## config.mk

```make
export PLATFORM = sky130hd
export DESIGN_NAME = return_addr_stack_flat
export DESIGN_NICKNAME = d
export VERILOG_FILES = /design/src/rtl/return_addr_stack_if.sv /design/src/rtl/return_addr_stack.sv /design/src/flat_wrapper.sv
export SDC_FILE = /design/constraint.sdc
export NUM_CORES = 1
export LEC_CHECK = 0
export CAP_MARGIN = 20
export CORE_MARGIN = 5
export CORE_UTILIZATION = 34
export DETAILED_ROUTE_END_ITERATION = 10
export SYNTH_ARGS = -nofsm -noshare
export SYNTH_HDL_FRONTEND = slang
export SYNTH_SLANG_ARGS = --single-unit
```

## constraint.sdc

```tcl
create_clock -name clk -period 10.9 [get_ports clk]
set_input_delay 1.635 -clock clk [delete_from_list [all_inputs] [get_ports clk]]
set_output_delay 1.635 -clock clk [all_outputs]
set_load 0.005 [all_outputs]
```

## src/rtl/return_addr_stack_if.sv

```systemverilog
// Bundles the push/pop/flush requests and the occupancy/status outputs of the return-address stack.
// The master side is the IFU (or the bench). The slave side is the stack itself.
interface return_addr_stack_if #(
  parameter int WIDTH = 32,
  parameter int DEPTH = 8
);
  localparam int CW = $clog2(DEPTH) + 1;

  logic             push;
  logic [WIDTH-1:0] push_addr;
  logic             pop;
  logic             flush;
  logic [WIDTH-1:0] top_addr;
  logic             top_valid;
  logic             full;
  logic [CW-1:0]    count;
  logic             overflow;
  logic             underflow;

  modport master (
    output push, push_addr, pop, flush,
    input  top_addr, top_valid, full, count, overflow, underflow
  );

  modport slave (
    input  push, push_addr, pop, flush,
    output top_addr, top_valid, full, count, overflow, underflow
  );
endinterface

```

## src/rtl/return_addr_stack.sv

```systemverilog
// Circular return-address stack: PC+4 is pushed on jal/jalr/jalm and popped on jr $ra.
// It predicts the return target and reports occupancy plus sticky overflow/underflow flags.
module return_addr_stack #(
  parameter int WIDTH            = 32,
  parameter int DEPTH            = 8,
  parameter int OVERWRITE_OLDEST = 1
) (
  input logic               clk,
  input logic               rst_n,
  return_addr_stack_if.slave bus
);
  localparam int PW = $clog2(DEPTH);
  localparam int CW = PW + 1;

  logic [WIDTH-1:0] mem_q [DEPTH];
  logic [PW-1:0]    tp_q, tp_d;
  logic [CW-1:0]    count_q, count_d;
  logic             ovf_q, ovf_d;
  logic             unf_q, unf_d;
  logic             wr_en;
  logic [PW-1:0]    wr_idx;
  logic             full_w, empty_w;

  assign full_w  = (count_q == CW'(DEPTH));
  assign empty_w = (count_q == '0);

  always_comb begin
    tp_d    = tp_q;
    count_d = count_q;
    ovf_d   = ovf_q;
    unf_d   = unf_q;
    wr_en   = 1'b0;
    wr_idx  = tp_q;
    if (bus.flush) begin
      tp_d    = '0;
      count_d = '0;
    end else if (bus.push && bus.pop && !empty_w) begin
      // Simultaneous call and return replaces the top entry in place.
      wr_en  = 1'b1;
      wr_idx = tp_q;
    end else if (bus.push) begin
      if (!full_w) begin
        tp_d    = tp_q + PW'(1);
        count_d = count_q + CW'(1);
        wr_en   = 1'b1;
        wr_idx  = tp_q + PW'(1);
      end else begin
        ovf_d = 1'b1;
        if (OVERWRITE_OLDEST != 0) begin
          // When full, the slot above the top holds the oldest entry, so the new write drops it.
          tp_d   = tp_q + PW'(1);
          wr_en  = 1'b1;
          wr_idx = tp_q + PW'(1);
        end
      end
    end else if (bus.pop) begin
      if (empty_w) begin
        unf_d = 1'b1;
      end else begin
        tp_d    = tp_q - PW'(1);
        count_d = count_q - CW'(1);
      end
    end
  end

  always_ff @(posedge clk or negedge rst_n) begin
    if (!rst_n) begin
      tp_q    <= '0;
      count_q <= '0;
      ovf_q   <= 1'b0;
      unf_q   <= 1'b0;
    end else begin
      tp_q    <= tp_d;
      count_q <= count_d;
      ovf_q   <= ovf_d;
      unf_q   <= unf_d;
    end
  end

  // Storage needs no reset: an entry is only ever visible after it has been written.
  always_ff @(posedge clk) begin
    if (wr_en) mem_q[wr_idx] <= bus.push_addr;
  end

  assign bus.top_addr  = empty_w ? '0 : mem_q[tp_q];
  assign bus.top_valid = !empty_w;
  assign bus.full      = full_w;
  assign bus.count     = count_q;
  assign bus.overflow  = ovf_q;
  assign bus.underflow = unf_q;
endmodule

```

## src/flat_wrapper.sv

```systemverilog
// flat-port wrapper written by rule: the top's interface ports become plain ports
module return_addr_stack_flat 
#(
  parameter int WIDTH            = 32,
  parameter int DEPTH            = 8,
  parameter int OVERWRITE_OLDEST = 1
)
  (clk, rst_n, bus_push, bus_push_addr, bus_pop, bus_flush, bus_top_addr, bus_top_valid, bus_full, bus_count, bus_overflow, bus_underflow);
  return_addr_stack_if #(.WIDTH(WIDTH), .DEPTH(DEPTH)) bus_i ();
  input logic clk;
  input logic rst_n;
  input wire logic [$bits(bus_i.push)-1:0] bus_push;
  input wire logic [$bits(bus_i.push_addr)-1:0] bus_push_addr;
  input wire logic [$bits(bus_i.pop)-1:0] bus_pop;
  input wire logic [$bits(bus_i.flush)-1:0] bus_flush;
  output wire logic [$bits(bus_i.top_addr)-1:0] bus_top_addr;
  output wire logic [$bits(bus_i.top_valid)-1:0] bus_top_valid;
  output wire logic [$bits(bus_i.full)-1:0] bus_full;
  output wire logic [$bits(bus_i.count)-1:0] bus_count;
  output wire logic [$bits(bus_i.overflow)-1:0] bus_overflow;
  output wire logic [$bits(bus_i.underflow)-1:0] bus_underflow;
  assign bus_i.push = bus_push;
  assign bus_i.push_addr = bus_push_addr;
  assign bus_i.pop = bus_pop;
  assign bus_i.flush = bus_flush;
  assign bus_top_addr = bus_i.top_addr;
  assign bus_top_valid = bus_i.top_valid;
  assign bus_full = bus_i.full;
  assign bus_count = bus_i.count;
  assign bus_overflow = bus_i.overflow;
  assign bus_underflow = bus_i.underflow;
  return_addr_stack #(.WIDTH(WIDTH), .DEPTH(DEPTH), .OVERWRITE_OLDEST(OVERWRITE_OLDEST)) u_core (.clk(clk), .rst_n(rst_n), .bus(bus_i));
endmodule
```

==> impl_metrics.csv, run 1 <==
group,metric,value,unit
run_status,status,"completed",
setup_path,cp_top_family,"buffers and inverters",
timing,hold_viol,0,
final_layout,syn2layout_area_growth,19.8,%
placed_design,io_buffers,76,
final_layout,multiInputGateArea,2550,sq um
timing,fmax,196,MHz
routing,drt_iter0_drc,369,
clock_network,post_cts_resize_count,0,
clock_network,clkSlewWorstSetupHoldPaths,0.06,ns
clock_network,numCtsBuffers,27,
die,core_area,30700,sq um
global_route,globalRoute.totalOverflow,0,
yosys,synthTopCellsByArea,"edfxtp_1, mux4_2, mux2i_1, dfrtp_1, nor2_1",
power_and_ir_drop,ir_drop,0.0000959,V
global_route,grt_max_degree,71,
final_layout,final_net_count,647,
run,maxCapViolCount,0,
setup_path,start_kind,"flip-flop",
final_layout,regArea,7920,sq um
routing,detail-route-antenna-nets,0,
final_layout,finalNonFillerCells,1020,
final_layout,fillers,2666,
global_route,grt_pass1_vias,5735,
timing,worst_pin_slew,1.07,ns
setup_path,slowest_delay,0.77,ns
final_layout,antennaDiodeCount,0,
yosys,yosysWarnings,0,
routing,avgViaCountPerCell,4.99,
timing,relSlewSlack,28.4,%
placed_design,gp_congestion,0.735,
setup_path,ff2ff_setup_slack,7.06,ns
yosys,synth_edf_count,256,
final_layout,mostFrequentLayoutCells,"edfxtp_1, clkdlybuf4s50_1, mux4_2, nor2_1, mux2i_1",
power_and_ir_drop,power_density,216,nW/um^2
die,placementRows,64,
yosys,async_reset_ff_share,3.40,%
timing,fin_crit,5.10,ns
clock_network,htree_levels,1,
setup_path,worst-path-buf-inv,2,
clock_network,postCtsSetupRepairBufs,0,
power_and_ir_drop,power_leakage,3.92,nW
yosys,avgSynthCellArea,20.4,sq um
timing,setup_viol,0,
timing,hold_slack,0.473,ns
die,dieArea,34800,sq um
clock_network,cts_hold_buf,0,
die,die_x,186,um
die,start_util,34.5,%
clock_network,root_buffer,"clkbuf_16",
clock_network,clock_path_buffers,3,
clock_network,cts_tree,"yes",
yosys,netlist_area,10600,sq um
setup_path,required,9.27,ns
setup_path,crit_chain,"buf_4 > mux4_2 > mux2i_1 > nor2_1 > clkdlybuf4s50_1",
setup_path,crit_slowest_cell,"dfrtp_4",
yosys,synthFlopType,"edfxtp_1",
hold_path,hold_path.class,"flip-flop to flip-flop",
placed_design,dpl.hpwl,12700,um
yosys,synth_seq_area_share,74.7,%
routing,via_count,5091,
routing,wl_per_cell,20.8,um
timing,slew_viol_final,0,
final_layout,final_common_cell,"edfxtp_1",
routing,drc_errors,0,
final_layout,drive_gt1_share,20.4,%
timing,rsz0062_at_grt,"false",
yosys,syn-instance-count,519,
yosys,ys_types,41,
power_and_ir_drop,p_total,2.74,mW
setup_path,cp_max_fo,41,
setup_path,cp-end-kind,"output pin",
setup_path,critPathArrivalTime,3.46,ns
yosys,synth_nets,563,
timing,setup_tns,0,ns
routing,wl,21200,um
global_route,track_usage,12.0,%
placed_design,placed_cells,968,
timing,fin_crit_sh,46.8,%
global_route,grt_pass1_wl,33600,um
routing,drt_pass1_iterations,4,
setup_path,worstSetupPathType,"flip-flop to output pin",
die,die_h,186,um
die,io_pins,77,
yosys,synth_top_area_share,72.6,%
timing,finalClockSkew,0.0121,ns
global_route,antenna_found_initial,1,
yosys,synth_area_leader_cell,"edfxtp_1",
clock_network,numClockSinks,265,
yosys,ys_seq_elements,265,
clock_network,insertion_delay,0.52,ns
power by group:
| group | total, mW | switching (mW) | internal [mW] |
|---|---|---|---|
| clock | 0.870 | 0.364 | 0.506 |
| sequential | 1.25 | 0.0691 | 1.18 |
| combinational | 0.624 | 0.281 | 0.343 |
path summary, 6_finish.rpt:
| kind | end | cells past startpoint | startpoint |
|---|---|---|---|
| setup reg to reg | u_core.mem_q[0][31] | 7 | u_core.tp_q[0] |
| min in group asynchronous | u_core.bus.count[2] | 1 | rst_n |
| setup / recovery | bus_top_addr[19] | 5 | u_core.tp_q[0] |
| hold reg to reg | u_core.bus.overflow | 1 | u_core.bus.overflow |
| hold / removal | u_core.bus.overflow | 1 | u_core.bus.overflow |
| max in group asynchronous | u_core.tp_q[0] | 1 | rst_n |
per-stage QoR:
stage	setup WS, ns	utilization [%]	area [sq um]
2_1_floorplan	6.49	-	10600
3_3_place_gp	6.13	38.5	11800
3_5_place_dp	6.05	38.5	11800
4_1_cts	5.61	41.3	12700
5_1_grt	5.47	41.4	12700
6_report	5.80	41.4	12700
worst register-to-register path: cells and delay by family (launching register included):
family / cells / cell delay (ns)
compound gates: 1 / 0.17
simple gates: 2 / 0.79
flops: 1 / 0.77
fa+ha+maj: 1 / 0.44
buf+inv: 3 / 1.30
cells in the mapped netlist, drive strengths merged (2+ instances only):
| cell type | count |
|---|---|
| edfxtp | 256 |
| mux4 | 64 |
| nor2 | 46 |
| mux2i | 34 |
| buf | 15 |
| clkbuf | 15 |
| dfrtp | 9 |
| inv | 9 |
| a211oi | 8 |
| nand2 | 8 |
| ha | 6 |
| nand2b | 6 |
| a21oi | 4 |
| nor4 | 4 |
| nand3 | 3 |
| nor3 | 3 |
| o21ai | 3 |
| xnor2 | 3 |
| and2b | 2 |
| nand4 | 2 |
| nor2b | 2 |
| o2111ai | 2 |
| o211ai | 2 |
state kept, by name, summed over array words and instances (netlist names):
signal	count
u_core.bus.underflow	1
u_core.mem_q	256
u_core.bus.count	4
u_core.bus.overflow	1
u_core.tp_q	3
area by class of cell:
type,count,area share (%)
sequential,265,62.4
multi-input combinational,215,20.1
timing repair buffer,85,6.69
clock buffer,35,5.56
tap,396,3.91
clock inverter,15,1.07
inverter,9,0.266
kinds of logic (layout without fill, tap and decap cells):
kind of cell | count (synthesis) | after routing | synth area share [%]
AOI/OAI and AO/OA | 27 | 27 | 1.93
xor gates and xnor gates | 3 | 3 | 0.248
adders and majority gates | 7 | 7 | 0.898
buffers and inverters | 39 | 144 | 1.68
DFF | 265 | 265 | 74.7
muxes | 99 | 99 | 16.9
and+or+nand+nor | 79 | 79 | 3.60
per-layer routing:
| layer | global-route usage (%) | vias to the layer above | part of all wire, % | routed length, um |
|---|---|---|---|---|
| met5 | 0 | - | 0.061 | 13 |
| met4 | 2.13 | 2 | 1.4 | 298 |
| met3 | 2.75 | 27 | 5.2 | 1100 |
| met2 | 20.6 | 123 | 50 | 10600 |
| met1 | 15.9 | 2648 | 43 | 9120 |
| li1 | - | 2291 | - | - |
Note: power is estimated with default switching activity, not from simulation.
==> inputs of run 2 (changes only) <==
Clock period 10.9 ns to 5 ns, I/O delays scaled along.
==> run 2 against run 1 <==
Utilization about the same. Clock-buffer cell count down 1. Worst setup slack worse by 4.7 ns. Die area unchanged. Flip-flop and latch count unchanged. Sequential power up 120%. Final area about the same. Routed wire length up 3.0%. Critical path depth unchanged. Power up 120%. Highest routed layer unchanged.
==> impl_metrics.csv, run 2 (synthesis gave the netlist of run 1 again) <==
group,metric,value,unit
power_and_ir_drop,power_leakage,3.92,nW
setup_path,crit_slowest_cell,"dfrtp_4",
timing,worst_pin_slew,1.09,ns
setup_path,cp-end-kind,"output pin",
die,placementRows,64,
routing,via_count,5138,
global_route,track_usage,12.2,%
setup_path,critPathArrivalTime,3.17,ns
power_and_ir_drop,comb_power_share,22.9,%
timing,slew_viol_final,0,
timing,setup_tns,0,ns
clock_network,root_buffer,"clkbuf_16",
global_route,grt_pass1_wl,33700,um
global_route,globalRoute.totalOverflow,0,
setup_path,ff2ff_setup_slack,1.28,ns
clock_network,postCtsSetupRepairBufs,0,
routing,drt_iter0_drc,376,
power_and_ir_drop,pwr-share-seq,46.0,%
power_and_ir_drop,swShare,26.2,%
final_layout,mostFrequentLayoutCells,"edfxtp_1, clkdlybuf4s50_1, mux4_2, nor2_1, mux2i_1",
timing,rsz0062_at_grt,"false",
setup_path,crit_chain,"buf_4 > mux4_2 > mux2i_1 > nor2_1 > clkdlybuf4s50_1",
placed_design,placed_area,11800,sq um
clock_network,clock_path_buffers,3,
placed_design,gp_congestion,0.756,
global_route,antenna_found_initial,1,
clock_network,cts_tree,"yes",
global_route,grt_max_degree,71,
clock_network,clkSlewWorstSetupHoldPaths,0.06,ns
routing,drc_errors,0,
setup_path,worstSetupPathType,"flip-flop to output pin",
final_layout,syn2layout_area_growth,19.8,%
clock_network,insertion_delay,0.52,ns
final_layout,final_net_count,648,
final_layout,largest_reg_flops,256,
run,maxCapViolCount,0,
final_layout,regMostFlops,"u_core.mem_q",
setup_path,required,4.25,ns
die,start_util,34.5,%
power_and_ir_drop,netSwitchingPower,1.57,mW
timing,hold_viol,0,
final_layout,final_common_cell,"edfxtp_1",
clock_network,numCtsBuffers,26,
timing,finalClockSkew,0.00857,ns
timing,fin_crit,3.92,ns
die,dieArea,34800,sq um
die,die_h,186,um
die,io_pins,77,
clock_network,cts_hold_buf,0,
die,die_x,186,um
setup_path,slowest_delay,0.85,ns
clock_network,post_cts_resize_count,0,
power_and_ir_drop,pwr-share-clk,31.1,%
routing,detail-route-antenna-nets,0,
routing,wl,21800,um
routing,wl_per_cell,21.4,um
routing,avgViaCountPerCell,5.05,
hold_path,hold_path.class,"flip-flop to flip-flop",
die,core_area,30700,sq um
clock_network,numClockSinks,265,
power_and_ir_drop,power_density,471,nW/um^2
timing,setup_viol,0,
placed_design,placed_cells,969,
setup_path,start_kind,"flip-flop",
final_layout,antennaDiodeCount,0,
timing,fmax,255,MHz
final_layout,final_core_util,41.4,%
clock_network,htree_levels,1,
timing,relSlewSlack,27.1,%
run_status,status,"completed",
power_and_ir_drop,p_total,5.98,mW
final_layout,fillers,2648,
global_route,grt_pass1_vias,5390,
placed_design,dpl.hpwl,13400,um
routing,drt_pass1_iterations,5,
setup_path,cp_max_fo,33,
final_layout,finalNonFillerCells,1017,
power_and_ir_drop,p_int,4.41,mW
timing,fin_crit_sh,78.3,%
final_layout,final_cell_area,12700,sq um
placed_design,io_buffers,76,
final_layout,drive_gt1_share,20.1,%
power_and_ir_drop,ir_drop,0.000277,V
run 2: cell types whose count changed in the layout (fill, tap and decap cells not counted):
cell        previous run  this run
inv_6                  2         1
clkinv_2               3         2
buf_4                  7         8
clkinvlp_4             2         0
buf_12                 0         1
clkbuf_1               8         7
run 2: worst max-delay path, delay by kind of cell, from the launching register on:
kind                   cells  cell delay, ns
buffers and inverters      2            0.89
DFF                        1            0.85
muxes                      2            0.80
and+or+nand+nor            1            0.07
run 2: worst paths after layout:
kind / to / start / cells after the start
setup / recovery: bus_top_addr[1] / u_core.tp_q[0] / 5
hold / removal: u_core.bus.overflow / u_core.bus.overflow / 1
setup reg to reg: u_core.mem_q[1][22] / u_core.tp_q[1] / 7
hold reg to reg: u_core.bus.overflow / u_core.bus.overflow / 1
max in group asynchronous: u_core.tp_q[1] / rst_n / 1
min in group asynchronous: u_core.bus.count[1] / rst_n / 1
run 2: final cells by class:
type,instances,area (sq um),area share [%]
clock buffer,34,702,5.53
clock inverter,11,106,0.839
inverter,9,33.8,0.266
multi-input combinational,215,2550,20.1
sequential,265,7920,62.5
tap,396,495,3.91
timing repair buffer,87,876,6.91
run 2: power groups by stage:
stage,Clock [mW],Combinational [mW],Sequential (mW)
final,1.86,1.37,2.75
after global routing,2.01,1.49,2.77
after CTS,1.91,1.40,2.76
after detailed placement,0,1.39,2.80
after global placement,0,1.37,2.79
after floorplan,0,0.870,2.65
run 2: metrics by stage:
step	setup WS (ns)	hold WS, ns
2_1_floorplan	1.41	0.454
3_3_place_gp	1.14	0.476
3_5_place_dp	1.08	0.483
4_1_cts	0.963	0.498
5_1_grt	0.786	0.526
6_report	1.08	0.490
run 2: layer usage:
layer	track usage, %	up-vias	routed length [um]
li1	-	2288	-
met1	18.2	2641	10100
met2	18.6	185	9860
met3	2.97	22	1490
met4	2.27	2	303
met5	0	-	13
==> inputs of run 3 (changes only) <==
Clock period 5 ns to 3.2 ns, I/O delays scaled along.
==> run 3 against run 2 <==
Sequential share of layout area decreased by 0.92 points. Highest routed layer unchanged. Hold slack got worse by 0.21 ns. Sequential power increased by 50%. Critical path depth unchanged. Critical path type unchanged. Power increased by 55%. Utilization increased by 0.62 points. Die area unchanged. Clock power increased by 46%.
==> impl_metrics.csv, run 3 (synthesis gave the netlist of run 1 again) <==
group,metric,value,unit
die,start_util,34.5,%
global_route,grt_pass1_vias,5647,
setup_path,cp-end-kind,"output pin",
setup_path,cp_top_family,"multiplexers",
clock_network,clkSlewWorstSetupHoldPaths,0.06,ns
timing,setup_tns,0,ns
clock_network,numCtsBuffers,26,
routing,drt_pass1_iterations,4,
setup_path,crit_slowest_cell,"dfrtp_4",
power_and_ir_drop,p_total,9.24,mW
power_and_ir_drop,ir_drop,0.000353,V
routing,avgViaCountPerCell,4.98,
power_and_ir_drop,swShare,26.2,%
setup_path,cp_max_fo,21,
setup_path,ff2ff_setup_slack,0.31,ns
routing,drt_iter0_drc,416,
setup_path,timing.rr.end,"u_core.mem_q[7][8]",
routing,drc_errors,0,
final_layout,syn2layout_area_growth,21.5,%
die,placementRows,64,
setup_path,start_kind,"flip-flop",
clock_network,numClockSinks,265,
routing,via_count,5160,
timing,fin_crit,3.13,ns
timing,fmax,319,MHz
setup_path,worst-path-buf-inv,2,
timing,hold_viol,0,
timing,relSlewSlack,35.8,%
power_and_ir_drop,comb_power_share,26.0,%
power_and_ir_drop,power_density,718,nW/um^2
final_layout,regMostFlops,"u_core.mem_q",
power_and_ir_drop,pwr-share-clk,29.4,%
routing,wl,21300,um
placed_design,placed_area,12000,sq um
power_and_ir_drop,pwr-share-seq,44.6,%
routing,detail-route-antenna-nets,0,
setup_path,slowest_delay,0.55,ns
die,io_pins,77,
clock_network,root_buffer,"clkbuf_16",
final_layout,drive_gt1_share,23.0,%
clock_network,cts_tree,"yes",
die,dieArea,34800,sq um
run_status,status,"completed",
setup_path,crit_cells,5,
setup_path,critPathArrivalTime,2.65,ns
global_route,antenna_found_initial,1,
placed_design,gp_congestion,0.766,
final_layout,final_cell_area,12900,sq um
placed_design,dpl.hpwl,12800,um
setup_path,reg2reg_depth,6,
final_layout,mostFrequentLayoutCells,"edfxtp_1, clkdlybuf4s50_1, mux4_2, nor2_1, mux2i_1",
power_and_ir_drop,power_leakage,4.02,nW
global_route,grt_max_degree,44,
clock_network,cts_hold_buf,0,
timing,finalClockSkew,0.00788,ns
global_route,grt_pass1_wl,33400,um
hold_path,hold_path.class,"primary input to asynchronous set/reset pin",
placed_design,io_buffers,76,
timing,rsz0062_at_grt,"true",
clock_network,insertion_delay,0.51,ns
run,maxCapViolCount,0,
clock_network,htree_levels,1,
setup_path,rr_startpoint,"u_core.tp_q[0]",
clock_network,clock_path_buffers,3,
placed_design,preCtsSetupSlack,0.141,ns
die,core_area,30700,sq um
setup_path,worstSetupPathType,"flip-flop to output pin",
final_layout,final_common_cell,"edfxtp_1",
die,die_h,186,um
timing,worst_pin_slew,0.963,ns
final_layout,antennaDiodeCount,0,
final_layout,final_net_count,669,
power_and_ir_drop,p_int,6.82,mW
die,die_x,186,um
timing,setup_slack,0.0689,ns
global_route,track_usage,12.0,%
routing,wl_per_cell,20.6,um
setup_path,required,2.72,ns
timing,fin_crit_sh,97.8,%
setup_path,crit_chain,"buf_16 > mux4_2 > mux2i_1 > nor2_1 > clkdlybuf4s50_1",
global_route,globalRoute.totalOverflow,0,
final_layout,largest_reg_flops,256,
timing,setup_viol,0,
timing,slew_viol_final,0,
power_and_ir_drop,netSwitchingPower,2.42,mW
run 3: cell count changes in the layout (fill, tap and decap cells not counted), moves of 2 or more:
cell	previous run	this run
buf_4	8	24
buf_12	1	3
buf_6	0	2
bufinv_16	2	0
clkinv_1	5	3
mux2i_1	34	32
run 3: repair_timing:
item                                    4_1_cts  5_1_grt
setup buffers                                 0        0
pin swaps                                     0        0
endpoints found under the setup margin        5       17
gates cloned                                  1        0
gates resized for setup                       2        7
run 3: worst reg2reg max path: cells and delay by family (launching register included):
family | cells | cell delay [ns]
buffers and inverters | 1 | 0.14
and+or+nand+nor | 4 | 1.42
DFF | 1 | 0.55
adders and majority gates | 1 | 0.40
run 3: per-layer routing:
layer,global-route usage [%],wire length [um],up-vias
met5,0,13,-
met4,3.11,324,2
met3,2.77,1330,33
li1,-,-,2331
met2,19.3,10300,123
met1,16.7,9380,2671
run 3: how the worst max path moves through the flow:
stage                                to  slack, ns            from
global route           bus_top_addr[28]      -0.03  u_core.tp_q[0]
CTS                     bus_top_addr[1]      0.002  u_core.tp_q[0]
global placement    u_core.mem_q[7][17]       0.18        bus_push
detailed placement  u_core.mem_q[7][17]       0.14        bus_push
finish                 bus_top_addr[28]       0.07  u_core.tp_q[0]
floorplan            u_core.mem_q[4][0]      -0.39  u_core.tp_q[0]
run 3: per-stage QoR:
stage          instances  util (%)  hold slack (ns)
6_report            1036      42.0            0.277
5_1_grt             1036      42.0            0.293
4_1_cts             1036      41.9            0.261
3_5_place_dp         992      39.3            0.469
3_3_place_gp         992      39.3            0.458
2_1_floorplan        519         -            0.184
run 3: final cells by class:
| type | count | area (sq um) |
|---|---|---|
| clock buffers | 35 | 706 |
| fillers | 2657 | 17800 |
| inverters | 9 | 33.8 |
| multi-input cells | 215 | 2560 |
| well taps | 396 | 495 |
| flip-flops and latches | 265 | 7920 |
| clock inverters | 8 | 57.6 |
| repair buffers | 108 | 1090 |
run 3: power groups by stage:
stage	sequential, mW	combinational, mW	clock [mW]
4_1_cts	4.12	2.44	2.81
2_1_floorplan	4.13	1.36	0
3_5_place_dp	4.18	2.39	0
5_1_grt	4.13	2.63	2.95
3_3_place_gp	4.17	2.37	0
6_report	4.12	2.40	2.72
